--- src/rtl/mem_arbiter.sv ---
// Three-client arbiter for the single-port system RAM: buffered CPU/GPU writes
// take the slot first, then reads are granted round-robin CPU -> GPU -> scan.
module mem_arbiter #(
  parameter int ADDR_W = 12,
  parameter int DATA_W = 8
) (
  input  logic              clk,
  input  logic              rst_n,
  input  logic              cpu_mem_read,
  input  logic [ADDR_W-1:0] cpu_mem_read_addr,
  output logic [DATA_W-1:0] cpu_mem_read_data,
  output logic              cpu_mem_read_ack,
  input  logic              cpu_mem_write,
  input  logic [ADDR_W-1:0] cpu_mem_write_addr,
  input  logic [DATA_W-1:0] cpu_mem_write_data,
  input  logic              gpu_mem_read,
  input  logic [ADDR_W-1:0] gpu_mem_read_addr,
  output logic [DATA_W-1:0] gpu_mem_read_data,
  output logic              gpu_mem_read_ack,
  input  logic              gpu_mem_write,
  input  logic [ADDR_W-1:0] gpu_mem_write_addr,
  input  logic [DATA_W-1:0] gpu_mem_write_data,
  input  logic              scan_mem_read,
  input  logic [ADDR_W-1:0] scan_mem_read_addr,
  output logic [DATA_W-1:0] scan_mem_read_data,
  output logic              scan_mem_read_ack,
  output logic [ADDR_W-1:0] mem_addr,
  output logic              mem_we,
  output logic [DATA_W-1:0] mem_wdata,
  input  logic [DATA_W-1:0] mem_rdata,
  output logic              wr_overflow
);

  typedef enum logic [1:0] {SLOT_IDLE, SLOT_CPU_WR, SLOT_GPU_WR, SLOT_READ} slot_e;
  typedef enum logic [1:0] {RR_CPU, RR_GPU, RR_SCAN} rr_e;

  logic              cpu_wv, gpu_wv, gpu_skip;
  logic [ADDR_W-1:0] cpu_wa, gpu_wa, last_addr;
  logic [DATA_W-1:0] cpu_wd, gpu_wd;
  logic [2:0]        rd_q;
  logic [2:0]        elig, grant, read_gnt;
  rr_e               rr_ptr;
  slot_e             slot;
  logic              cpu_drain, gpu_drain;

  // Read handshake: the client holds read high; the cycle it is granted its
  // address goes to the RAM, and the next cycle ack pulses once with the data.
  // A pending or same-cycle write from the same client blocks its read so the
  // read always observes that client's own earlier write.
  assign elig[0] = cpu_mem_read  & ~rd_q[0] & ~cpu_wv & ~cpu_mem_write;
  assign elig[1] = gpu_mem_read  & ~rd_q[1] & ~gpu_wv & ~gpu_mem_write;
  assign elig[2] = scan_mem_read & ~rd_q[2];

  always_comb begin
    grant = 3'b000;
    case (rr_ptr)
      RR_GPU: begin
        if (elig[1])      grant = 3'b010;
        else if (elig[2]) grant = 3'b100;
        else if (elig[0]) grant = 3'b001;
      end
      RR_SCAN: begin
        if (elig[2])      grant = 3'b100;
        else if (elig[0]) grant = 3'b001;
        else if (elig[1]) grant = 3'b010;
      end
      default: begin
        if (elig[0])      grant = 3'b001;
        else if (elig[1]) grant = 3'b010;
        else if (elig[2]) grant = 3'b100;
      end
    endcase
  end

  // gpu_skip lets a GPU write that already lost one cycle to the CPU go first,
  // bounding every write's drain time to two cycles.
  always_comb begin
    slot = SLOT_IDLE;
    if (cpu_wv && !(gpu_wv && gpu_skip)) slot = SLOT_CPU_WR;
    else if (gpu_wv)                     slot = SLOT_GPU_WR;
    else if (grant != 3'b000)            slot = SLOT_READ;
  end

  always_comb begin
    mem_we    = 1'b0;
    mem_wdata = '0;
    mem_addr  = last_addr;
    read_gnt  = 3'b000;
    case (slot)
      SLOT_CPU_WR: begin
        mem_we    = 1'b1;
        mem_addr  = cpu_wa;
        mem_wdata = cpu_wd;
      end
      SLOT_GPU_WR: begin
        mem_we    = 1'b1;
        mem_addr  = gpu_wa;
        mem_wdata = gpu_wd;
      end
      SLOT_READ: begin
        read_gnt = grant;
        if (grant[0])      mem_addr = cpu_mem_read_addr;
        else if (grant[1]) mem_addr = gpu_mem_read_addr;
        else               mem_addr = scan_mem_read_addr;
      end
      default: ;
    endcase
  end

  assign cpu_drain = (slot == SLOT_CPU_WR);
  assign gpu_drain = (slot == SLOT_GPU_WR);

  always_ff @(posedge clk) begin
    if (!rst_n) begin
      cpu_wv      <= 1'b0;
      cpu_wa      <= '0;
      cpu_wd      <= '0;
      gpu_wv      <= 1'b0;
      gpu_wa      <= '0;
      gpu_wd      <= '0;
      gpu_skip    <= 1'b0;
      rd_q        <= 3'b000;
      rr_ptr      <= RR_CPU;
      last_addr   <= '0;
      wr_overflow <= 1'b0;
    end else begin
      if (cpu_mem_write && (!cpu_wv || cpu_drain)) begin
        cpu_wv <= 1'b1;
        cpu_wa <= cpu_mem_write_addr;
        cpu_wd <= cpu_mem_write_data;
      end else if (cpu_drain) begin
        cpu_wv <= 1'b0;
      end
      if (gpu_mem_write && (!gpu_wv || gpu_drain)) begin
        gpu_wv <= 1'b1;
        gpu_wa <= gpu_mem_write_addr;
        gpu_wd <= gpu_mem_write_data;
      end else if (gpu_drain) begin
        gpu_wv <= 1'b0;
      end
      if ((cpu_mem_write && cpu_wv && !cpu_drain) ||
          (gpu_mem_write && gpu_wv && !gpu_drain))
        wr_overflow <= 1'b1;
      gpu_skip  <= gpu_wv && cpu_drain;
      rd_q      <= read_gnt;
      last_addr <= mem_addr;
      if (read_gnt[0])      rr_ptr <= RR_GPU;
      else if (read_gnt[1]) rr_ptr <= RR_SCAN;
      else if (read_gnt[2]) rr_ptr <= RR_CPU;
    end
  end

  assign cpu_mem_read_ack   = rd_q[0];
  assign gpu_mem_read_ack   = rd_q[1];
  assign scan_mem_read_ack  = rd_q[2];
  assign cpu_mem_read_data  = rd_q[0] ? mem_rdata : '0;
  assign gpu_mem_read_data  = rd_q[1] ? mem_rdata : '0;
  assign scan_mem_read_data = rd_q[2] ? mem_rdata : '0;

endmodule
--- config.mk ---
export PLATFORM = sky130hd
export DESIGN_NAME = mem_arbiter
export DESIGN_NICKNAME = d
export VERILOG_FILES = /design/src/rtl/mem_arbiter.sv
export SDC_FILE = /design/constraint.sdc
export NUM_CORES = 1
export LEC_CHECK = 0
export ABC_AREA = 0
export ABC_CLOCK_PERIOD_IN_PS = 4300
export CAP_MARGIN = 25
export CORE_MARGIN = 3
export CORE_UTILIZATION = 48
export CTS_BUF_LIST = sky130_fd_sc_hd__clkbuf_2 sky130_fd_sc_hd__clkbuf_4 sky130_fd_sc_hd__clkbuf_8
export DETAILED_ROUTE_END_ITERATION = 10
export PLACE_DENSITY_LB_ADDON = 0.1
export SKIP_LAST_GASP = 1
export SLEW_MARGIN = 0
export SYNTH_ARGS = -nofsm -noshare
export SYNTH_HDL_FRONTEND = slang
export SYNTH_SLANG_ARGS = --single-unit
--- constraint.sdc ---
create_clock -name clk -period 4.3 [get_ports clk]
set_input_delay 0.86 -clock clk [delete_from_list [all_inputs] [get_ports clk]]
set_output_delay 0.86 -clock clk [all_outputs]
set_load 0.03 [all_outputs]
==> reports/summary.txt <==
Seq pwr share: 38.4%
Port-buffer cells: 139
vias in the first global route: 3,351
r2r endpoint: last_addr[8]
initial drt markers: 183
GP Congestion: 0.784
Power Density: 324 nW/µm²
cell leakage power: 0.00196 µW
clk_skew: 0.00943 ns
CTS Hold Bufs: 0
HP Class: register to register
status: finished, final reports clean
synthesized flop and latch total: 61
Worst-path clk slew: 0.07 ns
row cnt: 30
core outline area: 6830 µm²
first-pass GRT wire length: 16,300 µm
Int Pwr: 1140 µW
synth unique cells: 39
final wirelength: 9810 µm
Worst slew margin: 38.7%
WL per Instance: 14.6 µm
switching power: 479 µW
dominant synthesized flop cell: dfxtp_1
worst-path fanout max: 4
die area: 8130 µm²
Die W: 90.2 µm
Starting Density: 49.8%
Final Net Count: 662
Final WS setup: 0.198 ns
# H-tree levels: 3
Post-Syn Nets: 532
Post-synth ARST share: 0%
fin. max-slew vios: 0
Max Cap Viol: 0
R2R setup slack: 2.18 ns
Max Buffers Root-to-Sink: 2
end of the critical path: mem_addr[5]
synthesized area: 3400 µm²
RSZ-0062 raised after global routing: no
final hold viol count: 0
Total GRT Usage: 24.1%
Max VDD drop: 0.240 mV
worst path required time: 3.44 ns
filler instances: 558
achievable frequency: 244 MHz
Final HPWL DP: 7070 µm
crit path launch: gpu_mem_write
CP max-delay cell: clkdlybuf4s50_1
Die H: 90.2 µm
total gr overflow: 0
vias post-DR: 3,443
Final TNS setup: 0 ns
Critical Path End Type: output pin
Num CTS Buffers: 9
Worst R2R Start: gpu_wv
setup violators final: 0
Arr. time, crit path: 3.24 ns
crit share post-route: 95.4%
Layout Utilization: 73.3%
largest net degree at the start of global routing: 60
share of cells above drive strength 1: 10.8%
clock power share: 34.6%
Startpoint Class: input port
pre-CTS setup slack: 0.224 ns
Comb power frac: 26.9%
Crit path top cell by count: clkdlybuf4s50_1
First-pass DRT Iterations: 4
cell count after synthesis: 439
sequential area share after synthesis: 35.9%
clk_lat worst skew: 0.33 ns
IO Count: 140
initial antenna violation count: 0
Pwr Total: 1620 µW
YS warnings: 0
clk root buf: clkbuf_8
CTS tree: built
worst slew pin tran: 0.920 ns
n_diodes: 0
Setup Fix Bufs, Post-CTS: 0
average size of a mapped cell: 7.75 µm²
min-delay src: gpu_wa[0]
clock sinks: 61
DRC viols: 0
switching fraction of total power: 29.5%
crit-path max cell delay: 0.67 ns
critical-path cell list: clkdlybuf4s50_1, or4b_4, nand3_1, a21o_2, o211a_1, a21oi_1, nor2_1, clkdlybuf4s50_1
Layout area overhead: 47.2%
Final min period: 4.10 ns
CTS resizes: 0
vias per cell: 5.14
worst reg2reg path depth: 7
Post-synth EDFFs: 0
Crit Path Category: input port to output pin
antenna-violating nets left: 0
cell usage after synthesis, types with 2 or more instances:
| library cell | count | area share (%) |
|---|---|---|
| ha_1 | 2 | 0.74 |
| nor2_1 | 6 | 0.66 |
| and2_1 | 38 | 7.0 |
| o211ai_1 | 13 | 2.9 |
| nand2b_1 | 2 | 0.37 |
| clkbuf_1 | 19 | 2.1 |
| a21oi_1 | 40 | 5.9 |
| dfxtp_1 | 61 | 36 |
| o21ai_0 | 12 | 1.8 |
| nand3_1 | 10 | 1.5 |
| or4b_4 | 2 | 0.81 |
| buf_6 | 4 | 1.3 |
| o2bb2ai_1 | 3 | 0.77 |
| nor2b_1 | 3 | 0.55 |
| a21oi_2 | 11 | 2.8 |
| nand2_1 | 125 | 14 |
| inv_1 | 5 | 0.55 |
| buf_2 | 4 | 0.59 |
| and3_1 | 12 | 2.2 |
| a21boi_0 | 41 | 9.0 |
| o2bb2ai_2 | 8 | 3.5 |
per-stage QoR:
stage / hold WS, ns / std cells / instance area [µm²]
floorplan: 0.439 / 439 / 3400
finish: 0.466 / 670 / 5010
CTS: 0.468 / 670 / 5010
global placement: 0.450 / 654 / 4790
global route: 0.482 / 670 / 5010
detailed placement: 0.457 / 654 / 4790
layer usage:
metal,track usage (%),part of all wire (%)
met1,32.6,46
met2,39.0,48
met3,6.03,5.6
met4,5.23,0.99
met5,0,0
worst min-delay path by stage:
stage            endpoint  slack, ns  depth (start not counted)
2_1_floorplan  gpu_wa[10]       0.44                          2
3_3_place_gp   gpu_wa[11]       0.45                          2
3_5_place_dp   gpu_wa[11]       0.46                          2
4_1_cts         gpu_wa[0]       0.47                          2
5_1_grt         cpu_wa[8]       0.48                          2
6_report        gpu_wa[0]       0.47                          2
power groups by stage:
stage                     registers, µW  logic (µW)  clock network, µW
after CTS                           623         439                574
after detailed placement            635         435                  0
final                               623         437                562
after floorplan                     632         259                  0
after global placement              633         429                  0
after global routing                628         474                600
flip-flops by register name (all words and copies together), names as in the netlist:
| name | cells |
|---|---|
| cpu_wv | 1 |
| last_addr | 12 |
| gpu_skip | 1 |
| rd_q | 3 |
| gpu_wd | 8 |
| cpu_wa | 12 |
| gpu_wa | 12 |
| gpu_wv | 1 |
| cpu_wd | 8 |
| rr_ptr | 2 |
| wr_overflow | 1 |
logic make-up (layout without fill, tap and decap cells):
kind of cell / count (synthesis) / after routing / share of synthesized area [%]
and+or+nand+nor: 203 / 203 / 28.0
AOI/OAI and AO/OA: 139 / 139 / 30.0
DFF: 61 / 61 / 35.9
buffers and inverters: 33 / 168 / 5.00
adders and majority gates: 2 / 2 / 0.735
muxes: 1 / 1 / 0.331
cell type report:
cell class	instances	area [µm²]	area share (%)
Clock buffer	10	131	2.62
Clock inverter	6	86.3	1.72
Inverter	5	18.8	0.375
Multi-Input combinational cell	345	2010	40.2
Sequential cell	61	1220	24.4
Tap cell	96	120	2.40
Timing Repair Buffer	147	1420	28.3
layout by cell type, fill, tap and decap left out, drive strengths merged:
cell type and n:
a211o 1, a211oi 1, a21bo 1, a21boi 42
a21o 1, a21oi 51, a31oi 2, a32oi 1
and2 38, and3 12, buf 20, bufinv 2
clkbuf 10, clkdlybuf4s50 127, clkinv 2, clkinvlp 1
dfxtp 61, ha 2, inv 6, mux2 1
nand2 125, nand2b 2, nand3 10, nand3b 1
nor2 6, nor2b 3, nor3 1, nor3b 1
nor4b 1, o211a 1, o211ai 13, o21a 1
o21ai 12, o2bb2ai 11, o32ai 1, or2b 1
or4b 2
worst max-delay path: cells and delay by family:
family / cells / cell delay [ns]
buffers and inverters: 2 / 1.16
AO/OA/AOI/OAI: 3 / 0.40
AND/OR/NAND/NOR: 3 / 0.81
Power figures use the tool's default switching activity.
